[config.mk]
export PLATFORM = sky130hd
export DESIGN_NAME = multicycle_controller
export DESIGN_NICKNAME = d
export VERILOG_FILES = /design/src/rtl/mips_pkg.sv /design/src/rtl/alu_decoder.sv /design/src/rtl/multicycle_controller.sv
export SDC_FILE = /design/constraint.sdc
export NUM_CORES = 1
export LEC_CHECK = 0
export BUFFER_PORTS_ARGS = -buffer_cell sky130_fd_sc_hd__buf_2
export CAP_MARGIN = 20
export CORE_AREA = 2 2 50 98
export CTS_CLUSTER_DIAMETER = 150
export DETAILED_ROUTE_END_ITERATION = 7
export DIE_AREA = 0 0 52 100
export GPL_ROUTABILITY_DRIVEN = 1
export HOLD_SLACK_MARGIN = 0.06
export PLACE_DENSITY = 0.75
export SETUP_SLACK_MARGIN = 0.05
export SYNTH_ARGS = -nofsm -noshare
export SYNTH_HDL_FRONTEND = slang
export SYNTH_SLANG_ARGS = --single-unit
[constraint.sdc]
create_clock -name clk -period 2.81 [get_ports clk]
set_input_delay 0.843 -clock clk [delete_from_list [all_inputs] [get_ports clk]]
set_output_delay 0.843 -clock clk [all_outputs]
set_load 0.03 [all_outputs]
[src/rtl/mips_pkg.sv]
// rtl/mips_pkg.sv - shared MIPS encodings for the multi-cycle and pipelined builds
//
// Purpose: opcode/funct codes, ALU op codes, controller state encodings and
// datapath mux select constants shared by the controller and the ALU decoder.
// Ports: none (package).

package mips_pkg;

    // Opcodes (IR[31:26])
    localparam logic [5:0] OP_RTYPE = 6'b000000;
    localparam logic [5:0] OP_LW    = 6'b100011;
    localparam logic [5:0] OP_SW    = 6'b101011;
    localparam logic [5:0] OP_BEQ   = 6'b000100;
    localparam logic [5:0] OP_J     = 6'b000010;
    localparam logic [5:0] OP_ADDI  = 6'b001000;

    // R-type funct codes (IR[5:0])
    localparam logic [5:0] FN_ADD = 6'b100000;
    localparam logic [5:0] FN_SUB = 6'b100010;
    localparam logic [5:0] FN_AND = 6'b100100;
    localparam logic [5:0] FN_OR  = 6'b100101;
    localparam logic [5:0] FN_SLL = 6'b000000;
    localparam logic [5:0] FN_SRL = 6'b000010;
    localparam logic [5:0] FN_SLT = 6'b101010;

    // ALU operation codes
    localparam logic [3:0] ALU_ADD = 4'b0000;
    localparam logic [3:0] ALU_SUB = 4'b0001;
    localparam logic [3:0] ALU_AND = 4'b0010;
    localparam logic [3:0] ALU_OR  = 4'b0011;
    localparam logic [3:0] ALU_SLL = 4'b0100;
    localparam logic [3:0] ALU_SRL = 4'b0101;
    localparam logic [3:0] ALU_SLT = 4'b0110;

    // PC source select
    localparam logic [1:0] PC_SRC_ALU    = 2'b00;
    localparam logic [1:0] PC_SRC_ALUOUT = 2'b01;
    localparam logic [1:0] PC_SRC_JUMP   = 2'b10;

    // ALU operand B select
    localparam logic [1:0] SRC_B_REG    = 2'b00;
    localparam logic [1:0] SRC_B_FOUR   = 2'b01;
    localparam logic [1:0] SRC_B_IMM    = 2'b10;
    localparam logic [1:0] SRC_B_IMM_SH = 2'b11;

    // Controller states
    typedef enum logic [3:0] {
        S_FETCH     = 4'd0,
        S_DECODE    = 4'd1,
        S_MEM_ADDR  = 4'd2,
        S_MEM_RD    = 4'd3,
        S_MEM_WB    = 4'd4,
        S_MEM_WR    = 4'd5,
        S_R_EXEC    = 4'd6,
        S_R_WB      = 4'd7,
        S_BRANCH    = 4'd8,
        S_JUMP      = 4'd9,
        S_ADDI_EXEC = 4'd10,
        S_ADDI_WB   = 4'd11
    } state_t;

endpackage

[src/rtl/alu_decoder.sv]
// rtl/alu_decoder.sv - R-type funct to ALU op decode
//
// Purpose: combinational funct decode; unknown funct yields ADD with a flag.
// Ports:
//   funct   in  6  IR[5:0]
//   alu_op  out 4  ALU operation code
//   unknown out 1  funct is not a supported R-type operation

module alu_decoder
    import mips_pkg::*;
(
    input  logic [5:0] funct,
    output logic [3:0] alu_op,
    output logic       unknown
);

    always_comb begin
        alu_op  = ALU_ADD;
        unknown = 1'b0;
        case (funct)
            FN_ADD:  alu_op = ALU_ADD;
            FN_SUB:  alu_op = ALU_SUB;
            FN_AND:  alu_op = ALU_AND;
            FN_OR:   alu_op = ALU_OR;
            FN_SLL:  alu_op = ALU_SLL;
            FN_SRL:  alu_op = ALU_SRL;
            FN_SLT:  alu_op = ALU_SLT;
            default: unknown = 1'b1;
        endcase
    end

endmodule

[src/rtl/multicycle_controller.sv]
// rtl/multicycle_controller.sv - Moore FSM sequencing the multi-cycle MIPS datapath
//
// Purpose: drives memory, register file, PC and ALU controls through
// FETCH/DECODE/EXECUTE/MEMORY/WRITEBACK with a mem_ready handshake, and
// counts retired instructions.
// Ports:
//   clk, rst                 clock (rising edge), async active-high reset
//   opcode, funct            instruction fields from IR
//   zero                     ALU zero flag
//   mem_ready                memory completes the current access this cycle
//   mem_read, mem_write      memory strobes
//   i_or_d                   memory address select (0 PC, 1 ALUOut)
//   ir_write, pc_write       IR / PC load enables
//   pc_source                PC input select
//   alu_src_a, alu_src_b     ALU operand selects
//   alu_op                   ALU operation
//   reg_dst, mem_to_reg      register write address / data selects
//   reg_write                register file write enable
//   state                    current state (debug)
//   illegal                  unsupported opcode/funct seen in DECODE
//   retired                  completed-instruction count

module multicycle_controller
    import mips_pkg::*;
#(
    parameter int CNT_W = 32
) (
    input  logic             clk,
    input  logic             rst,
    input  logic [5:0]       opcode,
    input  logic [5:0]       funct,
    input  logic             zero,
    input  logic             mem_ready,
    output logic             mem_read,
    output logic             mem_write,
    output logic             i_or_d,
    output logic             ir_write,
    output logic             pc_write,
    output logic [1:0]       pc_source,
    output logic             alu_src_a,
    output logic [1:0]       alu_src_b,
    output logic [3:0]       alu_op,
    output logic             reg_dst,
    output logic             mem_to_reg,
    output logic             reg_write,
    output logic [3:0]       state,
    output logic             illegal,
    output logic [CNT_W-1:0] retired
);

    state_t           state_q;
    state_t           next_state;
    logic             retire;
    logic [CNT_W-1:0] retired_q;
    logic [3:0]       funct_op;
    logic             funct_unknown;

    alu_decoder u_alu_decoder (
        .funct   (funct),
        .alu_op  (funct_op),
        .unknown (funct_unknown)
    );

    always_ff @(posedge clk or posedge rst) begin
        if (rst) begin
            state_q   <= S_FETCH;
            retired_q <= '0;
        end else begin
            state_q <= next_state;
            if (retire) begin
                retired_q <= retired_q + CNT_W'(1);
            end
        end
    end

    // Outputs are gated by rst directly so strobes drop the moment reset
    // rises, including FETCH's mem_read once the state has been cleared.
    always_comb begin
        next_state = state_q;
        retire     = 1'b0;
        mem_read   = 1'b0;
        mem_write  = 1'b0;
        i_or_d     = 1'b0;
        ir_write   = 1'b0;
        pc_write   = 1'b0;
        pc_source  = PC_SRC_ALU;
        alu_src_a  = 1'b0;
        alu_src_b  = SRC_B_REG;
        alu_op     = ALU_ADD;
        reg_dst    = 1'b0;
        mem_to_reg = 1'b0;
        reg_write  = 1'b0;
        illegal    = 1'b0;
        if (!rst) begin
            case (state_q)
                S_FETCH: begin
                    mem_read  = 1'b1;
                    alu_src_b = SRC_B_FOUR;
                    pc_source = PC_SRC_ALU;
                    ir_write  = mem_ready;
                    pc_write  = mem_ready;
                    if (mem_ready) next_state = S_DECODE;
                end
                S_DECODE: begin
                    // Branch target is computed here so BRANCH only compares.
                    alu_src_b = SRC_B_IMM_SH;
                    case (opcode)
                        OP_LW, OP_SW: next_state = S_MEM_ADDR;
                        OP_RTYPE: begin
                            next_state = S_R_EXEC;
                            illegal    = funct_unknown;
                        end
                        OP_BEQ:  next_state = S_BRANCH;
                        OP_J:    next_state = S_JUMP;
                        OP_ADDI: next_state = S_ADDI_EXEC;
                        default: begin
                            // Treated as a NOP: not counted as retired.
                            illegal    = 1'b1;
                            next_state = S_FETCH;
                        end
                    endcase
                end
                S_MEM_ADDR: begin
                    alu_src_a  = 1'b1;
                    alu_src_b  = SRC_B_IMM;
                    next_state = (opcode == OP_SW) ? S_MEM_WR : S_MEM_RD;
                end
                S_MEM_RD: begin
                    mem_read = 1'b1;
                    i_or_d   = 1'b1;
                    if (mem_ready) next_state = S_MEM_WB;
                end
                S_MEM_WB: begin
                    reg_write  = 1'b1;
                    mem_to_reg = 1'b1;
                    next_state = S_FETCH;
                    retire     = 1'b1;
                end
                S_MEM_WR: begin
                    mem_write = 1'b1;
                    i_or_d    = 1'b1;
                    if (mem_ready) begin
                        next_state = S_FETCH;
                        retire     = 1'b1;
                    end
                end
                S_R_EXEC: begin
                    alu_src_a  = 1'b1;
                    alu_op     = funct_op;
                    next_state = S_R_WB;
                end
                S_R_WB: begin
                    // ALU op held so ALUOut's source stays consistent.
                    alu_src_a  = 1'b1;
                    alu_op     = funct_op;
                    reg_write  = 1'b1;
                    reg_dst    = 1'b1;
                    next_state = S_FETCH;
                    retire     = 1'b1;
                end
                S_BRANCH: begin
                    alu_src_a  = 1'b1;
                    alu_op     = ALU_SUB;
                    pc_source  = PC_SRC_ALUOUT;
                    pc_write   = zero;
                    next_state = S_FETCH;
                    retire     = 1'b1;
                end
                S_JUMP: begin
                    pc_source  = PC_SRC_JUMP;
                    pc_write   = 1'b1;
                    next_state = S_FETCH;
                    retire     = 1'b1;
                end
                S_ADDI_EXEC: begin
                    alu_src_a  = 1'b1;
                    alu_src_b  = SRC_B_IMM;
                    next_state = S_ADDI_WB;
                end
                S_ADDI_WB: begin
                    reg_write  = 1'b1;
                    next_state = S_FETCH;
                    retire     = 1'b1;
                end
                default: next_state = S_FETCH;
            endcase
        end
    end

    assign state   = state_q;
    assign retired = retired_q;

endmodule

; After elaboration in Yosys (flattened, before gate mapping)
; Index checks and enable logic that the tools add are counted.
[totals]
reg_bits = 36
input_bits = 16
wordCells = 81
[classes]
addsub = 1
eq_ne = 25
muxes = 38
bitwise_logic = 1
n_reduce_logical = 14
[op_table]
columns = operator, n
row1 = "6-bit == test, second input constant", 7
row2 = "32-bit by 1-bit adder with 32-bit output, second input constant", 1
row3 = 4-bit case mux with 7 select lines, 1
row4 = 1-bit 2-to-1 mux, 22
row5 = 4-bit case mux with 5 select lines, 1
row6 = 3-bit case mux with 6 select lines, 1
row7 = "4-bit by 3-bit == test with 1-bit output, second input constant", 4
row8 = "4-bit == test, second input constant", 4
row9 = 4-bit 2-to-1 mux, 4
row10 = 5-bit OR reduction, 3
row11 = "6-bit by 2-bit == test with 1-bit output, second input constant", 2
row12 = 6-bit zero test, 2
row13 = 2-bit OR reduction, 5
row14 = "4-bit by 2-bit == test with 1-bit output, second input constant", 2
row15 = 4-bit case mux with 2 select lines, 1
row16 = 7-bit OR reduction, 1
row17 = "6-bit by 3-bit == test with 1-bit output, second input constant", 1
row18 = "6-bit by 4-bit == test with 1-bit output, second input constant", 1
row19 = "2-bit inequality test, second input constant", 3
row20 = 2-bit case mux with 3 select lines, 1
row21 = "4-bit by 1-bit == test with 1-bit output, second input constant", 1
row22 = 4-bit zero test, 1
row23 = 2-bit 2-to-1 mux, 2
row24 = 1-bit case mux with 2 select lines, 2
row25 = other kinds (6), 6

; Depth between registers and ports, before layout
; Gate-level depths: netlist of run 1.
[depth]
ltp_word = 6
ltp_mapped = 6

; Cells and area by module
; A second synthesis of run 1 with hierarchy kept.
[hier_totals]
cells_unflattened = 262
area_unflattened_um2 = 2301.0
[by_module_without_submodules]
columns = mod, n_inst, cells_each, area_per_inst_um2
row1 = multicycle_controller, 1, 247, 2189.6
row2 = alu_decoder, 1, 15, 111.4

; Least setup slack after synthesis of run 1
; OpenSTA, ideal clock, no wires.
[synth_timing]
path_type = input to output
from = input port rst
to = output port alu_src_a
arrival_time_ns = 2.606
required_ns = 1.967
slack_ns = -0.639
stages = 2
n_path_buf = 1
cell_sequence = clkbuf_1 -> a2111oi_0
[synth_between]
elab_chain_len = 1
[synth_rtl]
columns = item, line
row1 = "start, declared", multicycle_controller.sv:29  ; input logic rst,
row2 = 1-bit 2-to-1 mux, multicycle_controller.sv:94  ; if (!rst) begin
row3 = "end, declared", multicycle_controller.sv:40  ; output logic alu_src_a,
; No other way between the ends.

; Worst setup path in the final report of run 1
[layout_timing]
from = input port funct[2]
to = output port illegal
[layout_between]
elab_chain_len = 6
word_cells_on_any_way = 12
classes_between = 6 x eq/ne / 4 x mux / 2 x reduce/logical
[layout_rtl]
columns = item, line
row1 = "start, declared", multicycle_controller.sv:31  ; input logic [5:0] funct,
row2 = "6-bit == test, or another cell as far along", alu_decoder.sv:20  ; case (funct)
row3 = 7-bit OR reduction (no source line) *, -
row4 = 1-bit 2-to-1 mux *, alu_decoder.sv:20
row5 = 1-bit case mux with 2 select lines *, multicycle_controller.sv:107  ; case (opcode)
row6 = 1-bit 2-to-1 mux *, multicycle_controller.sv:95  ; case (state_q)
row7 = 1-bit 2-to-1 mux *, multicycle_controller.sv:94
row8 = "end, declared", multicycle_controller.sv:47  ; output logic illegal,
; Every way passes the cells marked *; elsewhere a longest branch is shown, timed or not.

==> impl_metrics.env, run 1 <==
export IMPL_status="finished, final reports clean"
export IMPL_synth_ff_type="dfrtp_1"
export IMPL_portBuffers=68
export IMPL_min_path_type="reg2reg"
export IMPL_core_rowCount=35
export IMPL_ys_async_sr_fraction_pct=100
export IMPL_synth_most_common_cell="dfrtp_1"
export IMPL_vias_per_cell=5.64
export IMPL_synth_area_sq_mm=0.00218
export IMPL_p_leak_uw=0.00146
export IMPL_p_per_area_mw_per_mm2=650
export IMPL_die_y_microns=100
export IMPL_power_uw=1870
export IMPL_htreeDepth=2
export IMPL_fin_nets=341
export IMPL_critical_path_class="in2out"
export IMPL_overflow=0
export IMPL_finalHoldViolCount=0
export IMPL_grt_usage_pct=23.2
export IMPL_whs_ps=465
export IMPL_netlist_instances=245
export IMPL_rsz0062_at_grt="true"
export IMPL_fin_crit_sh_pct=99.2
export IMPL_ys_types=42
export IMPL_grt_max_degree=37
export IMPL_power_share_switching_pct=41.0
export IMPL_maxSlewViolCount=0
export IMPL_synth_top_area_share_pct=41.4
export IMPL_wl_per_cell_microns=14.6
export IMPL_cts_sinks=36
export IMPL_gp_congestion=0.896
export IMPL_synth_edf_count=0
export IMPL_synth_area_per_cell_sq_um=8.89
export IMPL_synthToLayoutAreaGrowth_pct=31.7
export IMPL_pwr_share_seq_pct=35.3
export IMPL_ys_warnings_count=0
export IMPL_num_io_pins=70
export IMPL_ys_seq_area_share_pct=41.4
export IMPL_relSlewSlack_pct=65.9
export IMPL_critPathTopFamily="simple AND/OR/NAND/NOR gates"
export IMPL_arrival_ps=1940
export IMPL_start_util_pct=48.3
export IMPL_clk_path_buf_depth=2
export IMPL_grt_pass1_wl_mm=9.42
export IMPL_instances_no_fill=380
export IMPL_dieArea_sq_mm=0.00520
export IMPL_seq_area_sq_um=903
export IMPL_path_clk_slew_ps=70
export IMPL_cts_tree="yes"
export IMPL_grt_pass1_vias=2111
export IMPL_cpPeakStageDelay_ps=400
export IMPL_dp_hpwl_mm=4.08
export IMPL_internal_power_uw=1100
export IMPL_drt_iter0_markers=57
export IMPL_setup_viol=0
export IMPL_postRouteAntennaNets=0
export IMPL_finalCriticalPeriod_ps=2790
export IMPL_end_kind="primary output"
export IMPL_path_buf_inv=2
export IMPL_worstMarginPinSlew_ps=511
export IMPL_die_x_microns=52
export IMPL_first_pass_iters=4
export IMPL_maxCapViolCount=0
export IMPL_placed_cell_area_sq_mm=0.00269
export IMPL_critical_path_slowest_cell="or3b_4"
export IMPL_fillerInstances=391
export IMPL_fmax_mhz=359
export IMPL_p_clk_share_pct=24.3
export IMPL_antenna_found_initial=0
export IMPL_fin_worst_skew_ps=9.40
export IMPL_synth_top_cells_by_count="dfrtp_1, nor2_1, nand2_1, xor2_1, nand3_1"
export IMPL_numCtsBuffers=5
export IMPL_ys_ff_latch=36
export IMPL_multi_input_area_sq_mm=0.00128
export IMPL_drt_total_wl_mm=5.56
export IMPL_synth_nets=262
export IMPL_vias=2143
export IMPL_postCtsSetupRepairBufs=0
export IMPL_insertion_delay_ps=300
export IMPL_regToRegSetupSlack_ps=460
export IMPL_max_vdd_ir_drop_mv=0.584
export IMPL_drc=0
export IMPL_combPwrFrac_pct=40.4
export IMPL_synth_top_cell_by_area="dfrtp_1"
export IMPL_crit_fanout=3
export IMPL_drive_above_1_share_pct=34.2
export IMPL_dp_cells=372
export IMPL_final_design_area_no_fill_sq_mm=0.00287
export IMPL_required_ps=1970
export IMPL_startpoint_type="input pin"
export IMPL_antennaDiodeCount=0
export IMPL_crit_chain="buf_2 -> nor3b_2 -> a31oi_1 -> or3b_4 -> nand3_2 -> a21oi_4 -> buf_6"
export IMPL_synth_area_top_cells="dfrtp_1, xor2_1, xnor2_1"
export IMPL_switching_power_uw=766
export IMPL_ctsRootBufferMaster="clkbuf_8"
export IMPL_holdBufCountCts=0
export IMPL_core_area_sq_mm=0.00451
==> cell families (layout without fill, tap and decap cells) <==
kind of cell / after synthesis / after routing / share of synthesized area (%)
other cells: 1 / 1 / 0.172
fa+ha+maj: 1 / 1 / 0.574
xor+xnor: 35 / 35 / 14.1
flops: 36 / 36 / 41.4
simple gates: 124 / 124 / 31.2
compound gates: 29 / 29 / 8.16
buf+inv: 17 / 97 / 3.45
mux: 2 / 2 / 0.976
==> what timing repair did <==
item,in CTS,in global routing
gates resized for setup,10,8
setup endpoints to repair,2,4
hold endpoints to repair,0,0
==> layout by cell type, fill, tap and decap left out, drive strengths merged, types with 2 or more instances in the layout <==
cell type,n
buf,83
dfrtp,36
nor2,23
nand2,22
xor2,20
nand3,18
nor3,17
xnor2,15
o21ai,9
nand4,9
a21oi,9
and3,7
nor4,7
inv,6
clkbuf,5
nor3b,5
nor2b,3
or3,3
and4,2
nand2b,2
or4,2
nand4b,2
a21o,2
a2111oi,2
o31ai,2
==> worst register-to-register path, stage by stage (launching register included) <==
cell and delay [ps]:
dfrtp_1 490, nand4_4 160, or4_1 580, or3_1 570
nor4_2 300, xor2_1 170
==> state kept, by name, summed over array words and instances (netlist names) <==
signal and count:
retired 32, state 4
==> stage by stage <==
step,TNS [ps],util [%],worst slack (ps)
after floorplan,0,-,70.4
after CTS,0,63.1,52.0
final,0,63.6,23.7
after global routing,-29.5,63.6,-29.5
after detailed placement,-355,59.5,-203
after global placement,-166,59.5,-131
==> cell type report <==
cell class                      instances  area share (%)
Clock buffer                            5            2.40
Clock inverter                          3            1.48
Inverter                                6           0.785
Multi-Input combinational cell        192            44.8
Sequential cell                        36            31.5
Tap cell                               55            2.40
Timing Repair Buffer                   83            16.7
==> final timing paths <==
path	start	end	cells after the start
max	funct[2]	illegal	7
min	retired[31]	retired[31]	1
max reg2reg	retired[8]	retired[28]	5
min reg2reg	retired[31]	retired[31]	1
max in group asynchronous	rst	state[3]	4
min in group asynchronous	rst	retired[16]	4
==> power by group through the flow <==
stage	combinational (uW)	sequential, uW	clock (uW)
6_report	753	659	454
3_5_place_dp	733	664	0
3_3_place_gp	719	661	0
2_1_floorplan	456	718	0
4_1_cts	748	654	462
5_1_grt	817	668	485
==> routing by layer <==
metal | part of all wire, % | global-route usage (%) | vias to the layer above
li1 | - | - | 1030
met1 | 41 | 29.9 | 1027
met2 | 50 | 36.9 | 70
met3 | 5.7 | 4.91 | 16
met4 | 2.6 | 9.51 | 0
met5 | 0 | 0 | -
Note: power is estimated with default switching activity, not from simulation.
==> run 2: changes to the inputs <==
--- a/config.mk
+++ b/config.mk
@@ -7,13 +7,13 @@
 export LEC_CHECK = 0
 export BUFFER_PORTS_ARGS = -buffer_cell sky130_fd_sc_hd__buf_2
 export CAP_MARGIN = 20
-export CORE_AREA = 2 2 50 98
+export CORE_AREA = 4 4 52 100
 export CTS_CLUSTER_DIAMETER = 150
 export DETAILED_ROUTE_END_ITERATION = 7
-export DIE_AREA = 0 0 52 100
+export DIE_AREA = 0 0 56 104
 export GPL_ROUTABILITY_DRIVEN = 1
 export HOLD_SLACK_MARGIN = 0.06
-export PLACE_DENSITY = 0.75
+export PLACE_DENSITY = 0.84
 export SETUP_SLACK_MARGIN = 0.05
 export SYNTH_ARGS = -nofsm -noshare
 export SYNTH_HDL_FRONTEND = slang
==> run 2 against run 1 <==
Against the previous run: die area rose by 12%; global-route usage down 1.9 points; combinational power is 1% higher; largest cell class unchanged.
==> impl_metrics.env, run 2 (same netlist as run 1, synthesis figures left out) <==
export IMPL_layout_setup_ws_ps=23.4
export IMPL_fin_crit_sh_pct=99.2
export IMPL_critPathTopFamily="simple AND/OR/NAND/NOR gates"
export IMPL_drt_iter0_markers=75
export IMPL_placed_cell_area_sq_mm=0.00271
export IMPL_numCtsBuffers=5
export IMPL_crit_chain="buf_6 -> or3_4 -> nor4_4 -> nand3_2 -> a21oi_4 -> buf_6"
export IMPL_fillerInstances=352
export IMPL_required_ps=1970
export IMPL_finalHoldViolCount=0
export IMPL_reg2reg_to="retired[25]"
export IMPL_path_clk_slew_ps=70
export IMPL_vias=2223
export IMPL_min_path_type="reg2reg"
export IMPL_crit_top_cell="buf_6"
export IMPL_final_common_cell="buf_2"
export IMPL_overflow=0
export IMPL_insertion_delay_ps=280
export IMPL_startpoint_type="input pin"
export IMPL_finalCriticalPeriod_ps=2790
export IMPL_place_ws_ps=-215
export IMPL_grt_usage_pct=21.3
export IMPL_fmax_mhz=359
export IMPL_clk_path_buf_depth=2
export IMPL_die_y_microns=104
export IMPL_final_design_area_no_fill_sq_mm=0.00291
export IMPL_max_vdd_ir_drop_mv=0.570
export IMPL_core_rowCount=34
export IMPL_largest_reg_flops=32
export IMPL_crit_fanout=2
export IMPL_grt_pass1_vias=2203
export IMPL_power_uw=1920
export IMPL_antennaDiodeCount=0
export IMPL_num_io_pins=70
export IMPL_switching_power_uw=766
export IMPL_antenna_found_initial=0
export IMPL_dieArea_sq_mm=0.00582
export IMPL_fin_worst_skew_ps=7.47
export IMPL_hold_path_startpoint="retired[31]"
export IMPL_p_clk_share_pct=25.4
export IMPL_maxCapViolCount=0
export IMPL_end_kind="primary output"
export IMPL_portBuffers=68
export IMPL_final_cell_mix="buf_2, dfrtp_1, nand2_1"
export IMPL_reg2regPathDepth=5
export IMPL_p_leak_uw=0.00149
export IMPL_cts_tree="yes"
export IMPL_combPwrFrac_pct=39.7
export IMPL_whs_endpoint="retired[31]"
export IMPL_arrival_ps=1940
export IMPL_drive_above_1_share_pct=35.3
export IMPL_wl_per_cell_microns=15.3
export IMPL_die_x_microns=56
export IMPL_first_pass_iters=4
export IMPL_drt_total_wl_mm=5.86
export IMPL_power_share_switching_pct=39.8
export IMPL_start_util_pct=49.2
export IMPL_setup_viol=0
export IMPL_internal_power_uw=1160
export IMPL_holdBufCountCts=0
export IMPL_vias_per_cell=5.80
export IMPL_cpPeakStageDelay_ps=400
export IMPL_worstMarginPinSlew_ps=516
export IMPL_reg2reg_from="state[1]"
export IMPL_critical_path_slowest_cell="or3_4"
export IMPL_status="finished, final reports clean"
export IMPL_gp_congestion=0.924
export IMPL_drc=0
export IMPL_grt_max_degree=34
export IMPL_path_buf_inv=2
export IMPL_regToRegSetupSlack_ps=440
export IMPL_hold_path_depth=1
export IMPL_rsz0062_at_grt="true"
export IMPL_ctsRootBufferMaster="clkbuf_8"
export IMPL_synthToLayoutAreaGrowth_pct=33.8
export IMPL_core_area_sq_mm=0.00442
export IMPL_grt_pass1_wl_mm=10.1
export IMPL_htreeDepth=2
export IMPL_pwr_share_seq_pct=34.9
export IMPL_cts_sinks=36
export IMPL_maxSlewViolCount=0
export IMPL_critical_path_class="in2out"
export IMPL_relSlewSlack_pct=65.2
export IMPL_dp_hpwl_mm=4.53
export IMPL_fin_nets=345
export IMPL_p_per_area_mw_per_mm2=660
export IMPL_postRouteAntennaNets=0
==> run 2: layout make-up <==
cell class	count	area (sq um)	share of cell area, %
multi-input combinational	192	1290	44.2
sequential	36	902	31.0
timing repair buffer	87	508	17.4
clock buffer	7	96.3	3.31
tap	54	67.6	2.32
clock inverter	1	30.0	1.03
inverter	6	22.5	0.773
==> run 2: routing by layer <==
metal	share of wire, %	vias to the layer above	wire (microns)	GRT usage [%]
met1	35	1087	2070	21.0
met5	0	-	0	0
li1	-	1035	-	-
met3	4.8	19	284	4.22
met2	56	82	3310	39.4
met4	3.4	0	199	12.6
==> run 2: power groups by stage <==
stage	clock, uW	sequential (uW)	combinational [uW]
2_1_floorplan	0	718	456
3_3_place_gp	0	671	733
3_5_place_dp	0	674	746
4_1_cts	497	665	760
5_1_grt	522	682	828
6_report	490	671	764
==> run 2: how the worst max path moves through the flow <==
stage / depth (start not counted) / startpoint / slack [ps] / endpoint
2_1_floorplan: 4 / opcode[0] / 70 / illegal
3_3_place_gp: 6 / opcode[0] / -180 / illegal
3_5_place_dp: 6 / opcode[0] / -220 / illegal
4_1_cts: 6 / opcode[0] / -100 / illegal
5_1_grt: 6 / opcode[0] / -60 / illegal
6_report: 6 / opcode[0] / 20 / illegal
==> run 2: through the flow <==
step | utilization (%) | hold WS [ps] | cells | setup TNS (ps)
global route | 65.9 | 482 | 383 | -63.8
finish | 65.9 | 466 | 383 | 0
detailed placement | 61.2 | 456 | 374 | -228
CTS | 65.3 | 469 | 382 | -99.0
floorplan | - | 649 | 245 | 0
global placement | 61.2 | 454 | 374 | -175
==> run 2: timing repair <==
item                                    4_1_cts  5_1_grt
pin swaps                                     2        1
endpoints found under the setup margin        2        7
gates resized for setup                      12        5
buffers inserted                              0        1
hold endpoints to repair                      0        0
cloned                                        0        0
